<file path="config.mk">
export PLATFORM = sky130hd
export DESIGN_NAME = seq_det_1011
export DESIGN_NICKNAME = d
export VERILOG_FILES = /design/src/rtl/seq_det_1011.sv
export SDC_FILE = /design/constraint.sdc
export NUM_CORES = 1
export LEC_CHECK = 0
export BUFFER_PORTS_ARGS = -buffer_cell sky130_fd_sc_hd__buf_2
export CORE_MARGIN = 2
export CORE_UTILIZATION = 50
export DETAILED_ROUTE_END_ITERATION = 16
export HOLD_SLACK_MARGIN = 0.1
export PLACE_DENSITY = 0.76
export SYNTH_ARGS = -nofsm -noshare
export SYNTH_HDL_FRONTEND = slang
export SYNTH_SLANG_ARGS = --single-unit
</file>
<file path="constraint.sdc">
create_clock -name clk -period 1.55 [get_ports clk]
set_input_delay 0.3875 -clock clk [delete_from_list [all_inputs] [get_ports clk]]
set_output_delay 0.3875 -clock clk [all_outputs]
set_load 0.02 [all_outputs]
</file>
<file path="src/rtl/seq_det_1011.sv">
// Moore detector for the serial pattern 1-0-1-1 (oldest bit first), with a saturating
// match counter and a 4-bit history of accepted bits.
module seq_det_1011 #(
    parameter bit          OVERLAP = 1'b1,
    parameter int unsigned CNT_W   = 8
) (
    input  logic             clk,
    input  logic             rst,
    input  logic             din,
    input  logic             din_valid,
    input  logic             cnt_clr,
    output logic             detect,
    output logic [CNT_W-1:0] det_count,
    output logic [3:0]       history,
    output logic [2:0]       state_o
);

    typedef enum logic [2:0] {
        StIdle = 3'd0,
        StS1   = 3'd1,
        StS10  = 3'd2,
        StS101 = 3'd3,
        StDet  = 3'd4
    } state_e;

    state_e             r_state;
    state_e             w_state_d;
    logic               r_detect;
    logic               w_detect_d;
    logic [CNT_W-1:0]   r_count;
    logic [CNT_W-1:0]   w_count_d;
    logic [3:0]         r_history;
    logic [3:0]         w_history_d;
    logic               w_cnt_sat;

    // Next-state logic; illegal codes fall back to idle regardless of din_valid.
    always_comb begin
        w_state_d = r_state;
        unique case (r_state)
            StIdle: begin
                if (din_valid) w_state_d = din ? StS1 : StIdle;
            end
            StS1: begin
                if (din_valid) w_state_d = din ? StS1 : StS10;
            end
            StS10: begin
                if (din_valid) w_state_d = din ? StS101 : StIdle;
            end
            StS101: begin
                if (din_valid) w_state_d = din ? StDet : StS10;
            end
            StDet: begin
                if (din_valid) begin
                    if (din) begin
                        w_state_d = StS1;
                    end else begin
                        w_state_d = OVERLAP ? StS10 : StIdle;
                    end
                end
            end
            default: w_state_d = StIdle;
        endcase
    end

    // A held DET state never re-fires: only an accepted bit can pulse detect.
    always_comb begin
        w_detect_d  = din_valid && (w_state_d == StDet);
        w_history_d = din_valid ? {r_history[2:0], din} : r_history;
    end

    assign w_cnt_sat = (r_count == {CNT_W{1'b1}});

    always_comb begin
        w_count_d = r_count;
        if (cnt_clr) begin
            w_count_d = '0;
        end else if (w_detect_d && !w_cnt_sat) begin
            w_count_d = r_count + CNT_W'(1);
        end
    end

    always_ff @(posedge clk) begin
        if (rst) begin
            r_state   <= StIdle;
            r_detect  <= 1'b0;
            r_count   <= '0;
            r_history <= 4'b0000;
        end else begin
            r_state   <= w_state_d;
            r_detect  <= w_detect_d;
            r_count   <= w_count_d;
            r_history <= w_history_d;
        end
    end

    assign detect    = r_detect;
    assign det_count = r_count;
    assign history   = r_history;
    assign state_o   = r_state;

endmodule

</file>
Word level (Yosys, flattened, before mapping)
Index checks and enable logic that the tools add are counted.

cells by class
  add/subtract/negate cells = 1
  reductions and logical operators = 6
  multiplexer cells = 9
  eq/ne operators = 6

operators with widths
  kind                                                  count
  2-to-1 mux 3 bit                                      5
  one-hot mux 3 bit (4 select lines)                    1
  adder 8 x 1 -> 8 bit (second input constant)          1
  equality test 8 bit (second input constant)           1
  equality test 3 x 2 -> 1 bit (second input constant)  2
  equality test 3 bit (second input constant)           2
  2-to-1 mux 2 bit                                      2
  OR reduction 2 bit                                    2
  equality test 3 x 1 -> 1 bit (second input constant)  1
  zero test 3 bit                                       1
  logical AND 1 bit                                     2
  zero test 1 bit                                       1
  2-to-1 mux 1 bit                                      1

storage, ports and cells
  register bits = 16
  word-level logic and storage cells = 26
  input port bits = 5

Logic depth before layout (Yosys ltp)
  depth after elaboration = 6
  mapped depth = 4
  gate-level depth less buffers = 4

Least setup slack after synthesis
Ideal clock, no wire load.

  kind = reg-to-reg
  start = register r_count[0], in the netlist det_count[0]
  end = register r_count[0], in the netlist det_count[0]
  slack = 0.060 ns
  stages on the path, launching flop included = 5
  path buffers = 0
  arrival time = 1.418 ns
  cells stage by stage = dfxtp_1 > ha_1 > and3_1 > a211oi_1 > mux2i_1

between the ends
  longest elaborated chain between the ends = 3
  elaborated cells on any way between the ends = 4
  those cells by class = add/sub: 1; eq/ne: 1; reduce/logical: 2

ends and longest elaborated chain
  item                                                                          RTL line  source
  start, declared                                                               30        logic [CNT_W-1:0] r_count;
  start signal, assigned                                                        91        r_count <= w_count_d;
  parallel branches: the longest is 3 deep, another holds adder 8 x 1 -> 8 bit  --

Several ways; the timed one is not identified.
A chain may end at the register's enable or synchronous reset.

Worst setup path in the final report
  start = register r_state[0], in the netlist state_o[0]
  end = register r_count[5], in the netlist det_count[5]

between the ends
  longest elaborated chain between the ends = 6
  elaborated cells on any way between the ends = 14
  those cells by class = eq/ne: 5; mux: 5; reduce/logical: 4

ends and longest elaborated chain
  item                                                                        RTL line  source
  start, declared                                                             26        state_e r_state;
  start signal, assigned                                                      84        r_state <= StIdle;
  start signal, assigned                                                      89        r_state <= w_state_d;
  equality test 3 bit / equality test 3 x 1 -> 1 bit (equally long branches)  39        unique case (r_state)
  OR reduction 2 bit (no source line)                                         --
  one-hot mux 3 bit (4 select lines) *                                        39
  equality test 3 bit *                                                       67        w_detect_d = din_valid && (w_state_d == StDet);
  logical AND 1 bit *                                                         67
  logical AND 1 bit *                                                         77        end else if (w_detect_d && !w_cnt_sat) begin

Every way passes the cells marked *; elsewhere a longest branch is shown, timed or not.

==> reports/qor.yml <==
drt-total-wl_mm: 1.71
met1_usage: 0.276
gr-usage-met2: 0.297
cts_hold_buf: 0
path_max_fanout: 8
rows: 14
power.leakage_uw: 0.000414
start_kind: "flip-flop"
syn_inst: 90
synth_nets: 96
hold_class: "primary input to flip-flop"
period_minus_slack_ns: 1.42
swShare: 0.229
die_w_um: 44.2
grt_pass1_wl_mm: 2.89
tns_ns: 0
avgViaCountPerCell: 5.76
dieArea_um2: 1960
routabilityCongestion: 0.740
worst_skew_pair.late_latency_ns: 0.29
rsz0062_at_grt: "no"
die_h_um: 44.2
synthSimpleGateAreaFrac: 0.255
antenna_found_initial: 0
cts_setup_buffers: 0
pin_count: 21
fmax_mhz: 705
clockPowerShare: 0.367
syn_area_um2: 810
p_switching_uw: 172
async_reset_ff_frac: 0
overflow: 0
power_density_nw_per_um2: 768
final_antenna_net_count: 0
fin_hold_ws_ns: 0.390
synth_compound_area_frac: 0.173
finalSetupViolCount: 0
yosysWarningCount: 0
grt_start_max_net_pins: 12
slew_headroom: 0.750
insertedDiodeCount: 0
numCtsBuffers: 3
grt_pass1_vias: 658
cts_tree: "done"
hold_violations: 0
syn2layout_area_growth_pct: 20.9
wire_per_inst_um: 13.1
clkSlewWorstSetupHoldPaths_ns: 0.10
end_kind: "flip-flop"
synthDistinctLibCells: 37
p_int_uw: 579
synth_edf_count: 0
path_class: "flip-flop to flip-flop"
firstDrtPassIters: 4
grt_util_met3: 0.0490
drv_cap: 0
portBuffers: 20
num-nets-final: 122
clock-skew-final_ns: 0.0101
arrival_ns: 1.61
synthMuxAreaShare: 0.0881
synth_top_family_by_area: "simple AND/OR/NAND/NOR gates"
start_util: 0.537
seq_area_frac_synth: 0.396
report.final.slew_viol_count: 0
cts-root-buf: "clkbuf_4"
comb_power_share: 0.072
n_fill_cell: 151
grt_usage: 0.203
synth-seq-cells: 16
ir_drop_mv: 0.500
vias: 755
fin_crit_sh: 0.915
busiest_layer: "met2"
drtIter0Drc: 15
seq_area_um2: 320
multi_input_area_um2: 445
drive_above_1_share: 0.296
synthFlopType: "dfxtp_1"
critPathRequiredTime_ns: 1.74
synthAdderAreaFrac: 0.0278
coreArea_um2: 1510
status: "finished, final reports clean"
synth_xor_area_frac: 0
clk_path_buf_depth: 2
timing_worst_slew_pin_value_ns: 0.365
cts_num_sinks: 16
htreeDepth: 1
seq_power_share: 0.561
hpwl_mm: 1.23
syn_area_per_cell_um2: 8.99
remaining_drc_errors: 0
[synth_stat cells (all sizes together), types with 3 or more instances]
library cell / count / share of area
nor2: 6 / 0.028
dfxtp: 16 / 0.40
nand2: 8 / 0.037
nand2b: 3 / 0.023
inv: 5 / 0.023
mux2i: 6 / 0.074
nand3: 4 / 0.025
buf: 3 / 0.032
a211oi: 4 / 0.037
a21oi: 5 / 0.036
[placed cells by master (no fill, tap or decap), types with 2 or more instances in the layout]
| master | instances |
|---|---|
| nand4b_1 | 2 |
| buf_4 | 5 |
| nor3_1 | 2 |
| clkbuf_4 | 3 |
| nand2b_1 | 3 |
| dfxtp_1 | 16 |
| a21oi_1 | 4 |
| nand3_1 | 4 |
| mux2i_1 | 6 |
| nand2_1 | 8 |
| and2_1 | 2 |
| buf_2 | 20 |
| inv_1 | 5 |
| nor2_1 | 6 |
| a211oi_1 | 3 |
| a211o_1 | 2 |
| a31oi_1 | 2 |
[worst paths after layout]
path	start	to	slack, ns	cells past startpoint
setup reg to reg	state_o[0]	det_count[5]	0.13	3
hold reg to reg	history[3]	history[3]	0.49	2
hold / removal	cnt_clr	det_count[0]	0.39	3
setup / recovery	state_o[0]	det_count[5]	0.13	3
[per-stage QoR]
stage                     power [uW]  area, um2  instances  utilization  setup slack [ns]
after detailed placement         484        937        127        0.622             0.144
after global placement           483        937        127        0.622             0.156
final                            752        978        131        0.650             0.132
after global routing             786        978        131        0.650            0.0349
after floorplan                  468        810         90            -            0.0598
after CTS                        757        973        131        0.646             0.106
[flip-flops by register name, indices dropped and copies added, names as in the netlist]
signal	flops
det_count	8
history	4
state_o	3
detect	1
[what timing repair did]
action | CTS | global route
hold endpoints to repair | 0 | 0
setup endpoints to repair | 0 | 1
resized for setup | 0 | 1
[per-layer routing]
| metal | vias to the layer above | wire, um | part of all wire |
|---|---|---|---|
| li1 | 379 | - | - |
| met5 | - | 0 | 0 |
| met2 | 20 | 745 | 0.44 |
| met4 | 0 | 16 | 0.0093 |
| met3 | 4 | 71 | 0.041 |
| met1 | 352 | 878 | 0.51 |
[cell type report]
cell class,count,area share
Multi-Input combinational cell,65,0.455
Inverter,5,0.0192
Timing Repair Buffer,25,0.141
Sequential cell,16,0.327
Clock buffer,4,0.0371
Tap cell,16,0.0205
[worst max-delay path: stages (launching register included)]
cell      delay (ns)
dfxtp_1         0.47
nand4b_1        0.25
nor3_1          0.25
mux2_2          0.35
[cell families (layout without fill, tap and decap cells)]
group,after synthesis,after routing
AOI/OAI and AO/OA,19,19
DFF,16,16
buffers and inverters,9,34
adders and majority gates,2,2
and+or+nand+nor,37,37
muxes,7,7
[power groups by stage]
stage,Combinational [uW],Clock (uW),Sequential (uW)
floorplan,32.6,0,436
global placement,52.2,0,430
detailed placement,53.3,0,431
CTS,53.5,282,421
global route,59.6,304,422
finish,53.8,276,422
Power figures use the tool's default switching activity.
